File: src/rtl/load_writeback_if.sv
// Command, data-memory and register-file write-port signals of the load/writeback unit.
// The unit itself takes the slave view; whoever issues loads and models memory takes the master view.
interface load_writeback_if;
    logic        start;
    logic [4:0]  rd_addr;
    logic [2:0]  funct3;
    logic [31:0] addr;
    logic        busy;
    logic        done;
    logic        err;
    logic        mem_req;
    logic [31:0] mem_addr;
    logic        mem_ready;
    logic        mem_rvalid;
    logic [31:0] mem_rdata;
    logic [4:0]  rf_waddr;
    logic        rf_we;
    logic [31:0] rf_wdata;

    modport slave (
        input  start, rd_addr, funct3, addr, mem_ready, mem_rvalid, mem_rdata,
        output busy, done, err, mem_req, mem_addr, rf_waddr, rf_we, rf_wdata
    );

    modport master (
        output start, rd_addr, funct3, addr, mem_ready, mem_rvalid, mem_rdata,
        input  busy, done, err, mem_req, mem_addr, rf_waddr, rf_we, rf_wdata
    );
endinterface

File: src/rtl/load_writeback_unit.sv
// Multi-cycle load engine: one word read from data memory, then byte/half extraction
// and a single-cycle register-file write.
module load_writeback_unit #(
    parameter int unsigned TIMEOUT_CYCLES = 255
) (
    input  logic            clk,
    input  logic            rst,
    load_writeback_if.slave lw
);
    typedef enum logic [1:0] {IDLE, REQ, WAIT, WB} state_t;

    localparam logic [15:0] TMO_LAST = 16'(TIMEOUT_CYCLES - 1);

    state_t      state_q, state_d;
    logic [4:0]  rd_q, rd_d;
    logic [2:0]  f3_q, f3_d;
    logic [1:0]  off_q, off_d;
    logic [29:0] waddr_q, waddr_d;
    logic [31:0] rdata_q, rdata_d;
    logic [15:0] cnt_q, cnt_d;
    logic        err_q, err_d;

    function automatic logic legal(input logic [2:0] f3, input logic [1:0] off);
        case (f3)
            3'b000, 3'b100: legal = 1'b1;
            3'b001, 3'b101: legal = ~off[0];
            3'b010:         legal = (off == 2'b00);
            default:        legal = 1'b0;
        endcase
    endfunction

    function automatic logic [31:0] extract(input logic [2:0] f3, input logic [1:0] off,
                                            input logic [31:0] w);
        logic [7:0]  b;
        logic [15:0] h;
        b = w[{off, 3'b000} +: 8];
        h = w[{off[1], 4'b0000} +: 16];
        case (f3)
            3'b000:  extract = {{24{b[7]}}, b};
            3'b100:  extract = {24'b0, b};
            3'b001:  extract = {{16{h[15]}}, h};
            3'b101:  extract = {16'b0, h};
            default: extract = w;
        endcase
    endfunction

    always_ff @(posedge clk or posedge rst) begin
        if (rst) begin
            state_q <= IDLE;
            rd_q    <= '0;
            f3_q    <= '0;
            off_q   <= '0;
            waddr_q <= '0;
            rdata_q <= '0;
            cnt_q   <= '0;
            err_q   <= 1'b0;
        end else begin
            state_q <= state_d;
            rd_q    <= rd_d;
            f3_q    <= f3_d;
            off_q   <= off_d;
            waddr_q <= waddr_d;
            rdata_q <= rdata_d;
            cnt_q   <= cnt_d;
            err_q   <= err_d;
        end
    end

    always_comb begin
        state_d = state_q;
        rd_d    = rd_q;
        f3_d    = f3_q;
        off_d   = off_q;
        waddr_d = waddr_q;
        rdata_d = rdata_q;
        cnt_d   = cnt_q;
        err_d   = 1'b0;
        case (state_q)
            IDLE: begin
                if (lw.start) begin
                    rd_d    = lw.rd_addr;
                    f3_d    = lw.funct3;
                    off_d   = lw.addr[1:0];
                    waddr_d = lw.addr[31:2];
                    if (legal(lw.funct3, lw.addr[1:0])) state_d = REQ;
                    else                                err_d   = 1'b1;
                end
            end
            REQ: begin
                // No timeout here: the memory is allowed to hold off acceptance indefinitely.
                if (lw.mem_ready) begin
                    if (lw.mem_rvalid) begin
                        rdata_d = lw.mem_rdata;
                        state_d = WB;
                    end else begin
                        cnt_d   = '0;
                        state_d = WAIT;
                    end
                end
            end
            WAIT: begin
                if (lw.mem_rvalid) begin
                    rdata_d = lw.mem_rdata;
                    state_d = WB;
                end else if (cnt_q == TMO_LAST) begin
                    err_d   = 1'b1;
                    state_d = IDLE;
                end else begin
                    cnt_d = cnt_q + 16'd1;
                end
            end
            WB:      state_d = IDLE;
            default: state_d = IDLE;
        endcase
    end

    // Outputs decode from registered state only, so reset drops them immediately.
    assign lw.busy     = (state_q != IDLE);
    assign lw.mem_req  = (state_q == REQ);
    assign lw.mem_addr = {waddr_q, 2'b00};
    assign lw.done     = (state_q == WB);
    assign lw.err      = err_q;
    assign lw.rf_we    = (state_q == WB) && (rd_q != 5'd0);
    assign lw.rf_waddr = (state_q == WB) ? rd_q : 5'd0;
    assign lw.rf_wdata = (state_q == WB) ? extract(f3_q, off_q, rdata_q) : 32'd0;
endmodule

File: src/flat_wrapper.sv
// flat-port wrapper written by rule: the top's interface ports become plain ports
module load_writeback_unit_flat 
#(
    parameter int unsigned TIMEOUT_CYCLES = 255
)
  (clk, rst, lw_start, lw_rd_addr, lw_funct3, lw_addr, lw_mem_ready, lw_mem_rvalid, lw_mem_rdata, lw_busy, lw_done, lw_err, lw_mem_req, lw_mem_addr, lw_rf_waddr, lw_rf_we, lw_rf_wdata);
  load_writeback_if lw_i ();
  input  logic clk;
  input  logic rst;
  input wire logic [$bits(lw_i.start)-1:0] lw_start;
  input wire logic [$bits(lw_i.rd_addr)-1:0] lw_rd_addr;
  input wire logic [$bits(lw_i.funct3)-1:0] lw_funct3;
  input wire logic [$bits(lw_i.addr)-1:0] lw_addr;
  input wire logic [$bits(lw_i.mem_ready)-1:0] lw_mem_ready;
  input wire logic [$bits(lw_i.mem_rvalid)-1:0] lw_mem_rvalid;
  input wire logic [$bits(lw_i.mem_rdata)-1:0] lw_mem_rdata;
  output wire logic [$bits(lw_i.busy)-1:0] lw_busy;
  output wire logic [$bits(lw_i.done)-1:0] lw_done;
  output wire logic [$bits(lw_i.err)-1:0] lw_err;
  output wire logic [$bits(lw_i.mem_req)-1:0] lw_mem_req;
  output wire logic [$bits(lw_i.mem_addr)-1:0] lw_mem_addr;
  output wire logic [$bits(lw_i.rf_waddr)-1:0] lw_rf_waddr;
  output wire logic [$bits(lw_i.rf_we)-1:0] lw_rf_we;
  output wire logic [$bits(lw_i.rf_wdata)-1:0] lw_rf_wdata;
  assign lw_i.start = lw_start;
  assign lw_i.rd_addr = lw_rd_addr;
  assign lw_i.funct3 = lw_funct3;
  assign lw_i.addr = lw_addr;
  assign lw_i.mem_ready = lw_mem_ready;
  assign lw_i.mem_rvalid = lw_mem_rvalid;
  assign lw_i.mem_rdata = lw_mem_rdata;
  assign lw_busy = lw_i.busy;
  assign lw_done = lw_i.done;
  assign lw_err = lw_i.err;
  assign lw_mem_req = lw_i.mem_req;
  assign lw_mem_addr = lw_i.mem_addr;
  assign lw_rf_waddr = lw_i.rf_waddr;
  assign lw_rf_we = lw_i.rf_we;
  assign lw_rf_wdata = lw_i.rf_wdata;
  load_writeback_unit #(.TIMEOUT_CYCLES(TIMEOUT_CYCLES)) u_core (.clk(clk), .rst(rst), .lw(lw_i));
endmodule
File: config.mk
export PLATFORM = sky130hd
export DESIGN_NAME = load_writeback_unit_flat
export DESIGN_NICKNAME = d
export VERILOG_FILES = /design/src/rtl/load_writeback_if.sv /design/src/rtl/load_writeback_unit.sv /design/src/flat_wrapper.sv
export SDC_FILE = /design/constraint.sdc
export NUM_CORES = 1
export LEC_CHECK = 0
export ABC_AREA = 1
export CORE_MARGIN = 5
export CORE_UTILIZATION = 45
export CTS_CLUSTER_SIZE = 20
export DETAILED_ROUTE_END_ITERATION = 7
export PLACE_DENSITY = 0.77
export SYNTH_ARGS = -nofsm -noshare
export SYNTH_HDL_FRONTEND = slang
export SYNTH_SLANG_ARGS = --single-unit
File: constraint.sdc
create_clock -name clk -period 8.75 [get_ports clk]
set_input_delay 1.75 -clock clk [delete_from_list [all_inputs] [get_ports clk]]
set_output_delay 1.75 -clock clk [all_outputs]
set_load 0.005 [all_outputs]
==> flow_summary.toml, run 1 <==
[outcome]
status = "complete, no violations"

[pwr]
pwr-share-comb_pct = 47.1
powerDensity_nw_per_um2 = 282.7
irDropWorstVdd_uv = 155.8
power_frac_seq_pct = 37.8
power_switching_share_pct = 40.02
leakage_uw = 0.003195
power_switching_uw = 749.6
total_power_uw = 1873
pwr-share-clk_pct = 15.0
p_int_uw = 1123

[drt]
first_pass_iters = 5
vias_per_cell = 4.983
ant_nets = 0
avgRoutedWirePerCell_um = 14.53
drt_wl_total_mm = 13.49
initialDrtViolationCount = 235
highest_layer = "met4"
wl_met3_mm = 1.210
vias = 4624
wl_met2_mm = 6.279
drc = 0
met1_length_mm = 5.753

[logic_synthesis]
synth_seq_cells = 91
synth-compound-area-share_pct = 12.68
synth_top_cell_by_area = "dfrtp_1"
ys_seq_area_share_pct = 46.16
synth.distinct_cells = 36
synth_ff_type = "dfrtp_1"
synthSimpleGateAreaFrac_pct = 29.60
yosys_warnings = 0
synth_top_area_share_pct = 46.16
synthMuxAreaShare_pct = 0
synth_edf_count = 0
synth_top_family_by_area = "simple AND/OR/NAND/NOR gates"
synth_xor_area_share_pct = 1.243
syn_avg_cell_area_um2 = 7.567
yosys.area_share.adder_pct = 0.5072
synth.area.top_cells = "dfrtp_1, nand2_1, nor2_1, inv_1, o21ai_0"
async_reset_ff_share_pct = 100.0
synth_cells = 652
syn_area_um2 = 4933

[worst_setup_path]
crit_type = "flop to output pin"
worstPathArrival_ns = 2.86
cp-start-kind = "flop"
cp_max_fo = 22
end_kind = "output pin"
crit_required_ns = 7.00

[grt]
grt_pass1_wl_mm = 21.93
grt_pass1_vias = 4597
antenna_found_initial = 0
grt_overflow_total = 0
grt_max_degree = 65
track_usage_pct = 20.81

[floorplan]
core_um2 = 10790
start_util_pct = 45.71
io_pins = 151
die_h_um = 114.7
std_cell_rows = 38
fp.dieW_um = 114.7
die_area_um2 = 13160

[place]
routabilityCongestion = 0.9162
hpwlAfterDp_mm = 10.20
placed_cell_area_um2 = 6432
port-buffer-count = 148

[timing]
setup_viol = 0
max_slew_margin_pct = 28.27
finalHoldViolCount = 0
fin_crit_sh_pct = 52.73
setup_tns_ns = 0
fin_skew_ns = 0.005701
max_freq_ghz = 0.2167
tightest_slew_ns = 1.075
period_needed_ns = 4.614
slew_viol_final = 0
rsz0062_at_grt = "no"

[cts]
cts.sink_count = 91
clockBufferDepth = 2
h-tree-depth = 3
cts_inserted_buffers = 9
cts_hold_buf = 0
cts_resized = 0
postCtsSetupBuffers = 0
insertion_delay_ns = 0.36
clockRootBuffer = "clkbuf_8"
cts_tree = "yes"
clkTransAtPathRegs_ns = 0.08

[layout]
final_area_um2 = 6625
synthToLayoutAreaGrowth_pct = 34.29
nets = 863
drive_above_1_share_pct = 8.249
n_antenna_cell = 0
fillers = 918

[run]
cap_violations = 0

[hold_path]
hp-class = "flop to flop"
==> layer usage <==
layer / GRT usage (%) / up-vias
li1: - / 2297
met1: 26.85 / 2131
met2: 33.14 / 176
met3: 6.977 / 20
met4: 6.886 / 0
met5: 0 / -
==> cell usage after synthesis (all sizes together), types with 6 or more instances <==
cell,number
nand3,24
xor2,7
nand2,205
buf,21
nor2,93
a221oi,6
dfrtp,91
o211ai,6
nand4,10
inv,77
clkbuf,9
a21oi,32
o21ai,57
==> final cells by class <==
class	instances	area [um^2]	share of cell area (%)
timing repair buffer	150	1496	22.59
sequential	91	2277	34.37
inverter	80	304.0	4.589
clock inverter	4	51.30	0.7743
clock buffer	11	141.4	2.134
multi-input combinational	452	2180	32.90
tap	140	175.2	2.644
==> final timing paths <==
path / end / startpoint / cells after the start / slack, ns
max reg2reg: u_core.rdata_q[15]$_DFFE_PP0P_ / u_core.state_q[0]$_DFFE_PP0P_ / 4 / 6.58
min in group asynchronous: u_core.waddr_q[13]$_DFFE_PP0P_ / rst / 2 / 1.75
min reg2reg: u_core.waddr_q[18]$_DFFE_PP0P_ / u_core.waddr_q[18]$_DFFE_PP0P_ / 2 / 0.48
max: lw_rf_wdata[18] / u_core.off_q[1]$_DFFE_PP0P_ / 9 / 4.14
max in group asynchronous: u_core.rdata_q[2]$_DFFE_PP0P_ / rst / 3 / 5.88
min: u_core.waddr_q[18]$_DFFE_PP0P_ / u_core.waddr_q[18]$_DFFE_PP0P_ / 2 / 0.48
==> kinds of logic after synthesis <==
family                   after synthesis
AND/OR/NAND/NOR                      334
buffers and inverters                110
AO/OA/AOI/OAI                        107
flip-flops                            91
XOR/XNOR                               7
adder cells (fa/ha/maj)                2
other                                  1
==> critical path: stages, from the launching register on <==
cell and delay, ns:
dfrtp_1 0.75, inv_2 0.24, nand2_1 0.14, nand3_1 0.07, nand2_1 0.10, nand2_2 0.13, nand3_2 0.13, nand3_4 0.23
nor2_1 0.18, clkdlybuf4s50_1 0.53
==> layout by cell type (no fill, tap or decap), types with 2 or more instances in the layout <==
cell	count
nand2_1	189
clkdlybuf4s50_1	148
dfrtp_1	91
nor2_1	78
inv_1	71
o21ai_0	49
a21oi_1	32
nand3_1	22
nand2_2	14
nor2_2	12
clkbuf_8	10
nand4_1	9
xor2_1	7
o21ai_2	7
o211ai_1	6
a221oi_1	6
inv_2	4
clkinv_1	3
o21bai_1	3
nor2_4	2
nand2_4	2
clkinv_2	2
ha_1	2
conb_1	2
buf_4	2
==> through the flow <==
stage / hold slack (ns) / setup WS [ns] / utilization (%) / std cells
final: 0.4812 / 4.136 / 61.38 / 928
after global routing: 0.5105 / 3.919 / 61.38 / 928
after CTS: 0.4876 / 4.128 / 61.38 / 928
after detailed placement: 0.4654 / 4.526 / 59.60 / 913
after global placement: 0.4638 / 4.733 / 59.60 / 913
after floorplan: 0.4641 / 4.636 / - / 653
==> power by group through the flow <==
stage	clock, uW	sequential [uW]	combinational, uW
6_report	282	709	882
5_1_grt	307	732	988
4_1_cts	291	706	889
3_5_place_dp	0	708	888
3_3_place_gp	0	706	859
2_1_floorplan	0	675	527
==> state kept, by name (all words and copies together) (netlist names) <==
signal and cells:
u_core.waddr_q 30, u_core.cnt_q 16, u_core.state_q 2, u_core.rd_q 5, u_core.off_q 2, u_core.lw.err 1
u_core.rdata_q 32, u_core.f3_q 3
No activity file was read; power rests on OpenSTA's default activity.
==> run 2: changes to the inputs <==
clock period = 4.3 ns   (was 8.75 ns; I/O delays follow)
==> run 2 against run 1 <==
  * Largest cell class unchanged
  * Global-route usage down 0.50 points
  * Critical path depth unchanged
  * First-iteration DRC count up 31%
  * Clock power up 100%
  * Count of clock-buffer cells in the layout up 1
  * Sequential power up 100%
  * Critical endpoint is now lw_rf_wdata[17]
  * Critical path type unchanged
  * Hold slack better by 0.0038 ns
  * Routed wire length down 0.23%
==> flow_summary.toml, run 2 (same netlist as run 1, synthesis figures left out) <==
[outcome]
status = "complete, no violations"

[hold_path]
hp-class = "flop to flop"

[place]
placed_cell_area_um2 = 6447
place_ws_ns = 1.042
port-buffer-count = 148
hpwlAfterDp_mm = 10.22
routabilityCongestion = 0.8730

[pwr]
irDropWorstVdd_uv = 292.6
power_switching_share_pct = 40.15
leakage_uw = 0.003199
p_int_uw = 2280
power_switching_uw = 1529
pwr-share-clk_pct = 15.0
pwr-share-comb_pct = 47.2
power_frac_seq_pct = 37.8
powerDensity_nw_per_um2 = 574.1

[run]
cap_violations = 0

[cts]
h-tree-depth = 3
cts.sink_count = 91
clockRootBuffer = "clkbuf_8"
cts_tree = "yes"
insertion_delay_ns = 0.36
cts_hold_buf = 0
cts_resized = 0
cts_inserted_buffers = 9
postCtsSetupBuffers = 0
clkTransAtPathRegs_ns = 0.09
clockBufferDepth = 2

[grt]
grt_max_degree = 65
antenna_found_initial = 0
grt_pass1_vias = 4608
track_usage_pct = 20.31
grt_pass1_wl_mm = 21.75
grt_overflow_total = 0

[floorplan]
die_h_um = 114.7
io_pins = 151
core_um2 = 10790
fp.dieW_um = 114.7
die_area_um2 = 13160
std_cell_rows = 38
start_util_pct = 45.71

[timing]
rsz0062_at_grt = "no"
tightest_slew_ns = 1.069
max_slew_margin_pct = 28.64
setup_tns_ns = 0
max_freq_ghz = 0.2727
fin_ws_ns = 0.6324
fin_crit_sh_pct = 85.29
hold-worst-slack_ns = 0.4850
slew_viol_final = 0
finalHoldViolCount = 0
period_needed_ns = 3.668
setup_viol = 0
fin_skew_ns = 0.01302

[worst_setup_path]
critPathMaxStageDelay_ns = 0.74
crit_type = "flop to output pin"
cp_top_family = "simple AND/OR/NAND/NOR gates"
cp-start-kind = "flop"
worstPathArrival_ns = 2.81
crit_required_ns = 3.44
path_buf_inv = 2
cp_max_fo = 22
cpMaxStageDelayCell = "dfrtp_1"
end_kind = "output pin"
cp_cell_sequence = "inv_2 -> nand2_1 -> nand3_1 -> nand2_1 -> nand2_2 -> nand3_2 -> nand3_4 -> nor2_1 -> clkdlybuf4s50_1"
critPathMostFrequentCell = "nand2_1"

[drt]
drc = 0
first_pass_iters = 7
initialDrtViolationCount = 308
drt_wl_total_mm = 13.46
vias = 4660
vias_per_cell = 5.005
avgRoutedWirePerCell_um = 14.45
ant_nets = 0

[layout]
largest_register = "u_core.rdata_q"
n_antenna_cell = 0
final_area_um2 = 6634
drive_above_1_share_pct = 8.344
nets = 865
final_common_cell = "nand2_1"
reg.largest.list = "u_core.rdata_q: 32 flops, u_core.waddr_q: 30 flops, u_core.cnt_q: 16 flops"
final_cell_mix = "nand2_1, clkdlybuf4s50_1, dfrtp_1"
synthToLayoutAreaGrowth_pct = 34.47
largest_reg_flops = 32
## run 2: worst paths after layout
check                                                from                              to  slack (ns)  cells after the start
hold / removal             u_core.waddr_q[17]$_DFFE_PP0P_  u_core.waddr_q[17]$_DFFE_PP0P_        0.49                      2
setup / recovery              u_core.off_q[1]$_DFFE_PP0P_                 lw_rf_wdata[17]        0.63                      9
setup reg to reg            u_core.state_q[0]$_DFFE_PP0P_  u_core.rdata_q[22]$_DFFE_PP0P_        2.32                      4
min in group asynchronous                             rst      u_core.rd_q[2]$_DFFE_PP0P_        0.94                      3
hold reg to reg            u_core.waddr_q[17]$_DFFE_PP0P_  u_core.waddr_q[17]$_DFFE_PP0P_        0.49                      2
max in group asynchronous                             rst      u_core.f3_q[0]$_DFFE_PP0P_        2.79                      3
## run 2: power groups by stage
stage / clock network (uW) / registers [uW] / logic, uW
floorplan: 0 / 1370 / 1070
global placement: 0 / 1430 / 1760
detailed placement: 0 / 1440 / 1810
CTS: 583 / 1440 / 1810
global route: 623 / 1480 / 2000
finish: 572 / 1440 / 1800
## run 2: worst min-delay path, delay by kind of cell, from the launching register on
kind | cells | cell delay (ns)
DFF | 1 | 0.35
and+or+nand+nor | 2 | 0.11
## run 2: area by class of cell
| cell class | instances | area (um^2) |
|---|---|---|
| Clock buffer | 12 | 135.1 |
| Clock inverter | 4 | 51.30 |
| Fill cell | 942 | 4159 |
| Inverter | 80 | 304.0 |
| Multi-Input combinational cell | 452 | 2180 |
| Sequential cell | 91 | 2277 |
| Tap cell | 140 | 175.2 |
| Timing Repair Buffer | 152 | 1511 |
## run 2: layer usage
metal / track usage, % / up-vias / wire [um]
met3: 7.347 / 19 / 1236
met4: 5.321 / 0 / 250
met5: 0 / - / 0
li1: - / 2309 / -
met2: 32.48 / 161 / 6223
met1: 26.34 / 2171 / 5746
## run 2: through the flow
stage               cells  util, %  total power [uW]
floorplan             653        -              2447
global placement      915    59.74              3190
detailed placement    915    59.74              3249
CTS                   931    61.47              3829
global route          931    61.47              4106
finish                931    61.47              3808
==> run 3: changes to the inputs <==
CORE_ASPECT_RATIO = 1.1   (was not set)
SLEW_MARGIN = 30   (was not set)
clock period = 4 ns   (was 4.3 ns; I/O delays follow)
==> run 3 against run 2 <==
  * Die area about the same
  * Largest power group unchanged
  * Clock skew is 0.0064 ns lower
  * Combinational power rose by 7%
  * Largest cell class unchanged
  * Highest routed layer unchanged
  * Global-route usage grew 0.56 points
  * Routed wire length decreased by 1.1%
  * Register-to-register slack worse by 0.22 ns
==> flow_summary.toml, run 3 (same netlist as run 1, synthesis figures left out) <==
[hold_path]
min_path_cells = 2
hp-class = "flop to flop"
hold_end = "u_core.waddr_q[2]$_DFFE_PP0P_"
hold_start = "u_core.waddr_q[2]$_DFFE_PP0P_"

[floorplan]
die_h_um = 119.8
die_area_um2 = 13160
io_pins = 151
start_util_pct = 45.64
fp.dieW_um = 109.8
std_cell_rows = 40
core_um2 = 10810

[timing]
fin_skew_ns = 0.006628
setup_viol = 0
max_freq_ghz = 0.2791
hold-worst-slack_ns = 0.4813
period_needed_ns = 3.583
finalHoldViolCount = 0
fin_ws_ns = 0.4171
setup_tns_ns = 0
max_slew_margin_pct = 45.63
fin_crit_sh_pct = 89.57
slew_viol_final = 0
tightest_slew_ns = 0.8139
rsz0062_at_grt = "no"

[drt]
drc = 0
initialDrtViolationCount = 214
first_pass_iters = 5
vias_per_cell = 4.902
drt_wl_total_mm = 13.31
vias = 4593
avgRoutedWirePerCell_um = 14.20
ant_nets = 0

[pwr]
leakage_uw = 0.003251
power_frac_seq_pct = 35.6
pwr-share-comb_pct = 44.6
power_switching_uw = 1677
power_switching_share_pct = 38.65
powerDensity_nw_per_um2 = 641.5
irDropWorstVdd_uv = 381.3
p_int_uw = 2662
pwr-share-clk_pct = 19.8

[run]
cap_violations = 0

[cts]
clkTransAtPathRegs_ns = 0.06
cts_inserted_buffers = 9
cts_tree = "yes"
postCtsSetupBuffers = 0
cts_resized = 0
clockRootBuffer = "clkbuf_16"
cts_hold_buf = 0
h-tree-depth = 3
cts.sink_count = 91
clockBufferDepth = 2
insertion_delay_ns = 0.34

[worst_setup_path]
rr_endpoint = "u_core.cnt_q[1]$_DFFE_PP0P_"
cp_max_fo = 22
reg2reg_slack_ns = 2.10
crit_required_ns = 3.20
cp-start-kind = "flop"
crit_type = "flop to output pin"
worstPathArrival_ns = 2.78
reg2reg_from = "u_core.cnt_q[0]$_DFFE_PP0P_"
r2r_cells = 8
end_kind = "output pin"

[layout]
final_common_cell = "nand2_1"
n_antenna_cell = 0
largest_reg_flops = 32
final_area_um2 = 6764
reg.largest.list = "u_core.rdata_q: 32 flops, u_core.waddr_q: 30 flops, u_core.cnt_q: 16 flops"
final_cell_mix = "nand2_1, clkdlybuf4s50_1, dfrtp_1"
nets = 864
largest_register = "u_core.rdata_q"
fin_util_pct = 62.57
drive_above_1_share_pct = 8.734
synthToLayoutAreaGrowth_pct = 37.10

[grt]
track_usage_pct = 20.87
grt_max_degree = 65
antenna_found_initial = 0
grt_overflow_total = 0
grt_pass1_vias = 4602
grt_pass1_wl_mm = 21.97

[place]
place_ws_ns = 0.7891
placed_cell_area_um2 = 6461
port-buffer-count = 148
routabilityCongestion = 0.8487
hpwlAfterDp_mm = 9.979

[outcome]
status = "complete, no violations"
-- run 3: cell types whose count changed in the layout (fill, tap and decap cells not counted), sizes merged --
cell / previous run / this run
buf: 4 / 3
inv: 76 / 77
clkinvlp: 1 / 2
clkbuf: 12 / 10
-- run 3: how the worst max path moves through the flow --
stage                           startpoint                          end  slack, ns  depth (start not counted)
6_report       u_core.off_q[1]$_DFFE_PP0P_              lw_rf_wdata[16]       0.42                          9
5_1_grt        u_core.off_q[1]$_DFFE_PP0P_              lw_rf_wdata[16]       0.13                          9
4_1_cts        u_core.off_q[1]$_DFFE_PP0P_              lw_rf_wdata[16]       0.41                          9
3_5_place_dp   u_core.off_q[1]$_DFFE_PP0P_              lw_rf_wdata[16]       0.79                          9
3_3_place_gp   u_core.off_q[1]$_DFFE_PP0P_              lw_rf_wdata[16]       0.91                          9
2_1_floorplan                          rst  u_core.cnt_q[0]$_DFFE_PP0P_       0.84                          1
-- run 3: final cells by class --
class / instances / area [um^2]
sequential: 91 / 2277
timing repair buffer: 151 / 1516
fill: 981 / 4046
clock inverter: 6 / 63.81
multi-input combinational: 452 / 2180
tap: 147 / 183.9
clock buffer: 10 / 239.0
inverter: 80 / 304.0
-- run 3: power by group through the flow --
stage	Sequential, uW	Combinational [uW]	Clock, uW
after detailed placement	1550	1940	0
after floorplan	1480	1150	0
after global placement	1540	1900	0
after global routing	1590	2170	913
final	1550	1930	859
after CTS	1540	1950	878
-- run 3: critical path, stage by stage, from the launching register on --
cell and delay (ns):
dfrtp_1 0.72, inv_2 0.23, nand2_1 0.13, nand3_1 0.07
nand2_1 0.10, nand2_2 0.13, nand3_2 0.12, nand3_4 0.22
nor2_1 0.18, clkdlybuf4s50_1 0.53
-- run 3: layer usage --
layer	vias to the layer above	share of wire, %	GRT usage, %
li1	2313	-	-
met1	2121	43	26.28
met2	141	48	34.86
met3	18	7.0	5.810
met4	0	1.5	5.690
met5	-	0	0
-- run 3: per-stage QoR --
stage / total power [uW] / std cells
after floorplan: 2630 / 653
after global routing: 4671 / 937
final: 4339 / 937
after CTS: 4370 / 937
after detailed placement: 3493 / 921
after global placement: 3440 / 921
